<file path="src/rtl/aes_output_arbiter_pkg.sv">
// Shared types for the AES output arbiter: FSM state encoding and grant helper.
package aes_output_arbiter_pkg;

    typedef enum logic [1:0] {
        ARB_IDLE  = 2'd0,
        ARB_HOLD0 = 2'd1,
        ARB_HOLD1 = 2'd2
    } arb_state_e;

    // Hold state that grants the given source index.
    function automatic arb_state_e hold_state(input logic src);
        return src ? ARB_HOLD1 : ARB_HOLD0;
    endfunction

endpackage

</file>
<file path="src/rtl/aes_output_arbiter_out_reg.sv">
// aes_arb_out_reg: single-entry registered output stage. Holds one beat
// stable while the FIFO stalls and passes readiness back to the arbiter.
module aes_arb_out_reg #(
    parameter int WIDTH = 129
) (
    input  logic             clk,
    input  logic             resetn,
    input  logic             in_valid,
    input  logic [WIDTH-1:0] in_data,
    output logic             in_ready,
    output logic             m_tvalid,
    input  logic             m_tready,
    output logic [WIDTH-1:0] m_tdata
);

    logic             valid_q, valid_d;
    logic [WIDTH-1:0] data_q, data_d;

    // Room for a new beat when empty or when the held beat drains this cycle.
    assign in_ready = !valid_q || m_tready;

    // Next-state of the holding register: load on accept, clear on drain.
    always_comb begin
        // NOTE: every always_comb target gets a default first so no path leaves it unassigned (no latch).
        valid_d = valid_q;
        data_d  = data_q;
        if (in_valid && in_ready) begin
            valid_d = 1'b1;
            data_d  = in_data;
        end else if (m_tready) begin
            valid_d = 1'b0;
        end
    end

    // Holding register with synchronous active-low reset.
    always_ff @(posedge clk) begin
        // NOTE: sequential state uses non-blocking assignments so every flop samples pre-edge values.
        if (!resetn) begin
            valid_q <= 1'b0;
            // NOTE: the data register is reset as well, so m_tdata reads 0 straight out of reset.
            data_q  <= '0;
        end else begin
            valid_q <= valid_d;
            data_q  <= data_d;
        end
    end

    assign m_tvalid = valid_q;
    assign m_tdata  = data_q;

endmodule

</file>
<file path="src/rtl/aes_output_arbiter.sv">
// aes_output_arbiter: packet-atomic round-robin arbiter sharing the output
// FIFO write port between the AES core path (s0) and the pass-through path (s1).
// Optional per-source packet and conflict counters under AES_ARB_STATS_EN.
module aes_output_arbiter
    import aes_output_arbiter_pkg::*;
#(
    parameter int DATA_WIDTH = 128
`ifdef AES_ARB_STATS_EN
    ,
    parameter int CNT_WIDTH  = 16
`endif
) (
    input  logic                  clk,
    input  logic                  resetn,
    input  logic                  s0_tvalid,
    output logic                  s0_tready,
    input  logic [DATA_WIDTH:0]   s0_tdata,
    input  logic                  s1_tvalid,
    output logic                  s1_tready,
    input  logic [DATA_WIDTH:0]   s1_tdata,
    output logic                  m_tvalid,
    input  logic                  m_tready,
    output logic [DATA_WIDTH:0]   m_tdata,
    output logic                  busy
`ifdef AES_ARB_STATS_EN
    ,
    output logic [CNT_WIDTH-1:0]  s0_pkt_cnt,
    output logic [CNT_WIDTH-1:0]  s1_pkt_cnt,
    output logic [CNT_WIDTH-1:0]  conflict_cnt
`endif
);

    arb_state_e          state_q, state_d;
    logic                rr_q, rr_d;
    logic                sel_valid;
    logic [DATA_WIDTH:0] sel_data;
    logic                out_ready;
    logic                accept_last;

    // Route the granted source towards the output stage; nothing moves in IDLE.
    always_comb begin
        sel_valid = 1'b0;
        sel_data  = s0_tdata;
        case (state_q)
            ARB_HOLD0: begin
                sel_valid = s0_tvalid;
                sel_data  = s0_tdata;
            end
            ARB_HOLD1: begin
                sel_valid = s1_tvalid;
                sel_data  = s1_tdata;
            end
            default: ;
        endcase
    end

    assign s0_tready   = (state_q == ARB_HOLD0) && out_ready;
    assign s1_tready   = (state_q == ARB_HOLD1) && out_ready;
    assign accept_last = sel_valid && out_ready && sel_data[DATA_WIDTH];
    assign busy        = (state_q != ARB_IDLE) || m_tvalid;

    aes_arb_out_reg #(
        .WIDTH (DATA_WIDTH + 1)
    ) u_out_reg (
        .clk      (clk),
        .resetn   (resetn),
        .in_valid (sel_valid),
        .in_data  (sel_data),
        .in_ready (out_ready),
        .m_tvalid (m_tvalid),
        .m_tready (m_tready),
        .m_tdata  (m_tdata)
    );

    // Grant decision in IDLE; release and rotate priority after a last beat.
    always_comb begin
        state_d = state_q;
        rr_d    = rr_q;
        case (state_q)
            ARB_IDLE: begin
                if (s0_tvalid && s1_tvalid) state_d = hold_state(rr_q);
                else if (s0_tvalid)         state_d = ARB_HOLD0;
                else if (s1_tvalid)         state_d = ARB_HOLD1;
            end
            ARB_HOLD0: begin
                if (accept_last) begin
                    state_d = ARB_IDLE;
                    rr_d    = 1'b1;
                end
            end
            ARB_HOLD1: begin
                if (accept_last) begin
                    state_d = ARB_IDLE;
                    rr_d    = 1'b0;
                end
            end
            default: state_d = ARB_IDLE;
        endcase
    end

    // Arbitration state and round-robin pointer.
    always_ff @(posedge clk) begin
        if (!resetn) begin
            state_q <= ARB_IDLE;
            rr_q    <= 1'b0;
        end else begin
            state_q <= state_d;
            rr_q    <= rr_d;
        end
    end

`ifdef AES_ARB_STATS_EN
    logic [CNT_WIDTH-1:0] s0_cnt_q, s0_cnt_d;
    logic [CNT_WIDTH-1:0] s1_cnt_q, s1_cnt_d;
    logic [CNT_WIDTH-1:0] cfl_cnt_q, cfl_cnt_d;

    // Count completed packets per source and IDLE cycles with both requesting.
    always_comb begin
        s0_cnt_d  = s0_cnt_q;
        s1_cnt_d  = s1_cnt_q;
        cfl_cnt_d = cfl_cnt_q;
        if (accept_last && state_q == ARB_HOLD0) s0_cnt_d = s0_cnt_q + 1'b1;
        if (accept_last && state_q == ARB_HOLD1) s1_cnt_d = s1_cnt_q + 1'b1;
        if (state_q == ARB_IDLE && s0_tvalid && s1_tvalid) cfl_cnt_d = cfl_cnt_q + 1'b1;
    end

    // Statistics counters, wrapping naturally at 2^CNT_WIDTH.
    always_ff @(posedge clk) begin
        if (!resetn) begin
            s0_cnt_q  <= '0;
            s1_cnt_q  <= '0;
            cfl_cnt_q <= '0;
        end else begin
            s0_cnt_q  <= s0_cnt_d;
            s1_cnt_q  <= s1_cnt_d;
            cfl_cnt_q <= cfl_cnt_d;
        end
    end

    assign s0_pkt_cnt   = s0_cnt_q;
    assign s1_pkt_cnt   = s1_cnt_q;
    assign conflict_cnt = cfl_cnt_q;
`endif

endmodule

</file>
<file path="config.mk">
export PLATFORM = sky130hd
export DESIGN_NAME = aes_output_arbiter
export DESIGN_NICKNAME = d
export VERILOG_FILES = /design/src/rtl/aes_output_arbiter_pkg.sv /design/src/rtl/aes_output_arbiter_out_reg.sv /design/src/rtl/aes_output_arbiter.sv
export SDC_FILE = /design/constraint.sdc
export NUM_CORES = 1
export LEC_CHECK = 0
export CORE_AREA = 2 2 155 157
export CTS_BUF_LIST = sky130_fd_sc_hd__clkbuf_8 sky130_fd_sc_hd__clkbuf_16
export CTS_CLUSTER_SIZE = 8
export DETAILED_ROUTE_END_ITERATION = 7
export DIE_AREA = 0 0 157 159
export SLEW_MARGIN = 20
export SYNTH_ARGS = -nofsm -noshare
export SYNTH_HDL_FRONTEND = slang
export SYNTH_SLANG_ARGS = --single-unit
</file>
<file path="constraint.sdc">
create_clock -name clk -period 4.55 [get_ports clk]
set_clock_uncertainty 0.05 [all_clocks]
set_input_delay 0.455 -clock clk [delete_from_list [all_inputs] [get_ports clk]]
set_output_delay 0.455 -clock clk [all_outputs]
set_load 0.03 [all_outputs]
</file>
==> results.toml <==
[yosys]
synth_seq_area_share_pct = 40.5
synth_top_cells_by_count = "dfxtp_1 (133), mux2i_1 (130), nor2_1 (129), a211oi_2 (120), clkbuf_1 (18)"
synthFlopType = "dfxtp_1"
synth-seq-cells = 133
async_reset_ff_share_pct = 0
synth_top_area_share_pct = 40.5
postSynthAreaPerCell_um2 = 10.9
syn_nets = 871
yosys.area.top_type = "dfxtp_1"
synth_area_leaders = "dfxtp_1 (40%), a211oi_2 (23%), mux2i_1 (20%)"
ys_types = 24
synth_most_common_cell = "dfxtp_1"
netlist_instances = 605
synth_edf_count = 0
synth_area_mm2 = 0.00658
yosysWarnings = 0

[global_route]
grt.overflow.total = 0
grt_busiest_layer = "met2"
use_met3_pct = 7.19
grt_max_degree = 84
met1_usage_pct = 18.0
grt_pass1_vias = 5774
grt_pass1_wl_um = 32200
grt_usage_pct = 16.8
antenna_found_initial = 0
met2_usage_pct = 30.0

[cts]
ctsHoldBuffers = 0
numCtsBuffers = 17
clk_latency_ns = 0.41
cts_setup_buffers = 0
path_clk_slew_ns = 0.06
htree_levels = 4
clk_root_buffer_cell = "clkbuf_16"
cts_tree = "done"
cts_resized = 0
clk_path_buf_depth = 2
cts_sinks = 133

[die]
rows = 56
die_h_um = 159
die_area_mm2 = 0.0250
core_mm2 = 0.0232
initial_core_util_pct = 28.4
die_w_um = 157
ios = 396

[sta]
clock.fmax_mhz = 337
drv_slew = 0
whs_ns = 0.429
hold_violations = 0
fin_crit_ns = 2.97
setup_violations = 0
totalNegativeSetupSlack_ns = 0
tightest_slew_ns = 1.00
relSlewSlack_pct = 33.1
grt_setup_unrepaired = "false"
period_share_pct = 65.2

[route]
route.detailed.drc = 0
antenna_violating_nets_post_route = 0
wl_per_cell_um = 16.8
drt_pass1_iterations = 6
wl_um = 21800
drt-initial-drc-count = 189
vias_per_cell = 4.45
vias = 5796

[min_path]
hold_depth = 2
hold_path_class = "reg2reg"

[layout]
post-route-cell-area_mm2 = 0.0113
layout-drive-gt1-share_pct = 16.7
syn_to_final_growth_pct = 71.6
stdcell_count = 1302
antenna_cells = 0
fin_util_pct = 48.7
fin_nets = 1236

[setup_path]
critPathMaxFanout = 68
worstPathRequired_ns = 4.83
crit_type = "reg2reg"
critPathLaunchType = "flop"
end_kind = "flop"
r2r_cells = 7
arrival_ns = 3.25

[power_and_ir_drop]
ir_worst_vdd_mv = 0.213
leakage_nw = 3.58
powerDensity_mw_per_mm2 = 449

[placement]
dp.cells = 1270
place_area_mm2 = 0.0107
finalWeightedCongestion = 0.747
dp_hpwl_um = 16400
io_buffers = 395

[flow_run]
cap_violations = 0

[outcome]
status = "finished, final reports clean"
-- cells in the final DEF (no fill, tap or decap), types with 2 or more instances in the layout --
cell / count
clkdlybuf4s50_1: 395
dfxtp_1: 133
mux2i_1: 130
nor2_1: 129
a211oi_2: 120
clkbuf_16: 17
a211oi_1: 8
inv_6: 5
nand2_1: 5
buf_12: 5
clkinvlp_4: 4
buf_4: 4
inv_1: 3
nand2b_1: 3
and2_1: 2
nand4_1: 2
a21oi_1: 2
ha_1: 2
bufinv_16: 2
clkinv_4: 2
-- flip-flops by register name, summed over array words and instances (netlist names) --
signal / cells
state_q: 2
rr_q: 1
u_out_reg.m_tdata: 129
u_out_reg.m_tvalid: 1
-- stage by stage --
step	power, mW	setup WS (ns)
final	5.06	1.58
after global routing	5.34	1.31
after CTS	5.15	1.51
after detailed placement	3.73	1.54
after global placement	3.72	1.56
after floorplan	2.93	2.67
-- per-layer routing --
metal / wire length, um / up-vias
met5: 0 / -
met4: 179 / 0
met3: 2210 / 11
met2: 10700 / 251
met1: 8720 / 2610
li1: - / 2924
-- critical path, stage by stage, from the launching register on --
cell      delay, ns
dfxtp_1        0.32
inv_1          0.12
ha_4           0.56
a22o_2         0.29
and3_4         0.82
buf_4          0.41
nor2_1         0.08
a211oi_2       0.19
-- layout make-up --
type                       count  area (um^2)
timing repair buffer         404         4080
inverter                       3         16.3
clock inverter                14          151
clock buffer                  18          439
multi-input combinational    411         3530
tap                          319          399
sequential                   133         2660
fill                        2161        11900
-- logic make-up (layout without fill, tap and decap cells) --
family	count (synthesis)	count (layout)	synth area share, %
muxes	131	131	20.0
adders and majority gates	3	3	0.571
AOI/OAI and AO/OA	134	134	24.4
and+or+nand+nor	143	143	8.49
DFF	133	133	40.5
buffers and inverters	61	439	6.07
-- power breakdown --
part | switching (mW) | leakage [nW] | internal [mW]
Clock | 0.554 | 0.281 | 0.827
Combinational | 1.22 | 2.22 | 1.01
Sequential | 0.0950 | 1.08 | 1.36
Total | 1.87 | 3.58 | 3.19
-- final timing paths --
kind	from	end	slack (ns)
setup / recovery	state_q[0]	u_out_reg.m_tdata[15]	1.58
hold / removal	state_q[0]	state_q[0]	0.43
setup reg to reg	state_q[0]	u_out_reg.m_tdata[15]	1.58
hold reg to reg	state_q[0]	state_q[0]	0.43
No activity file was read; power rests on OpenSTA's default activity.
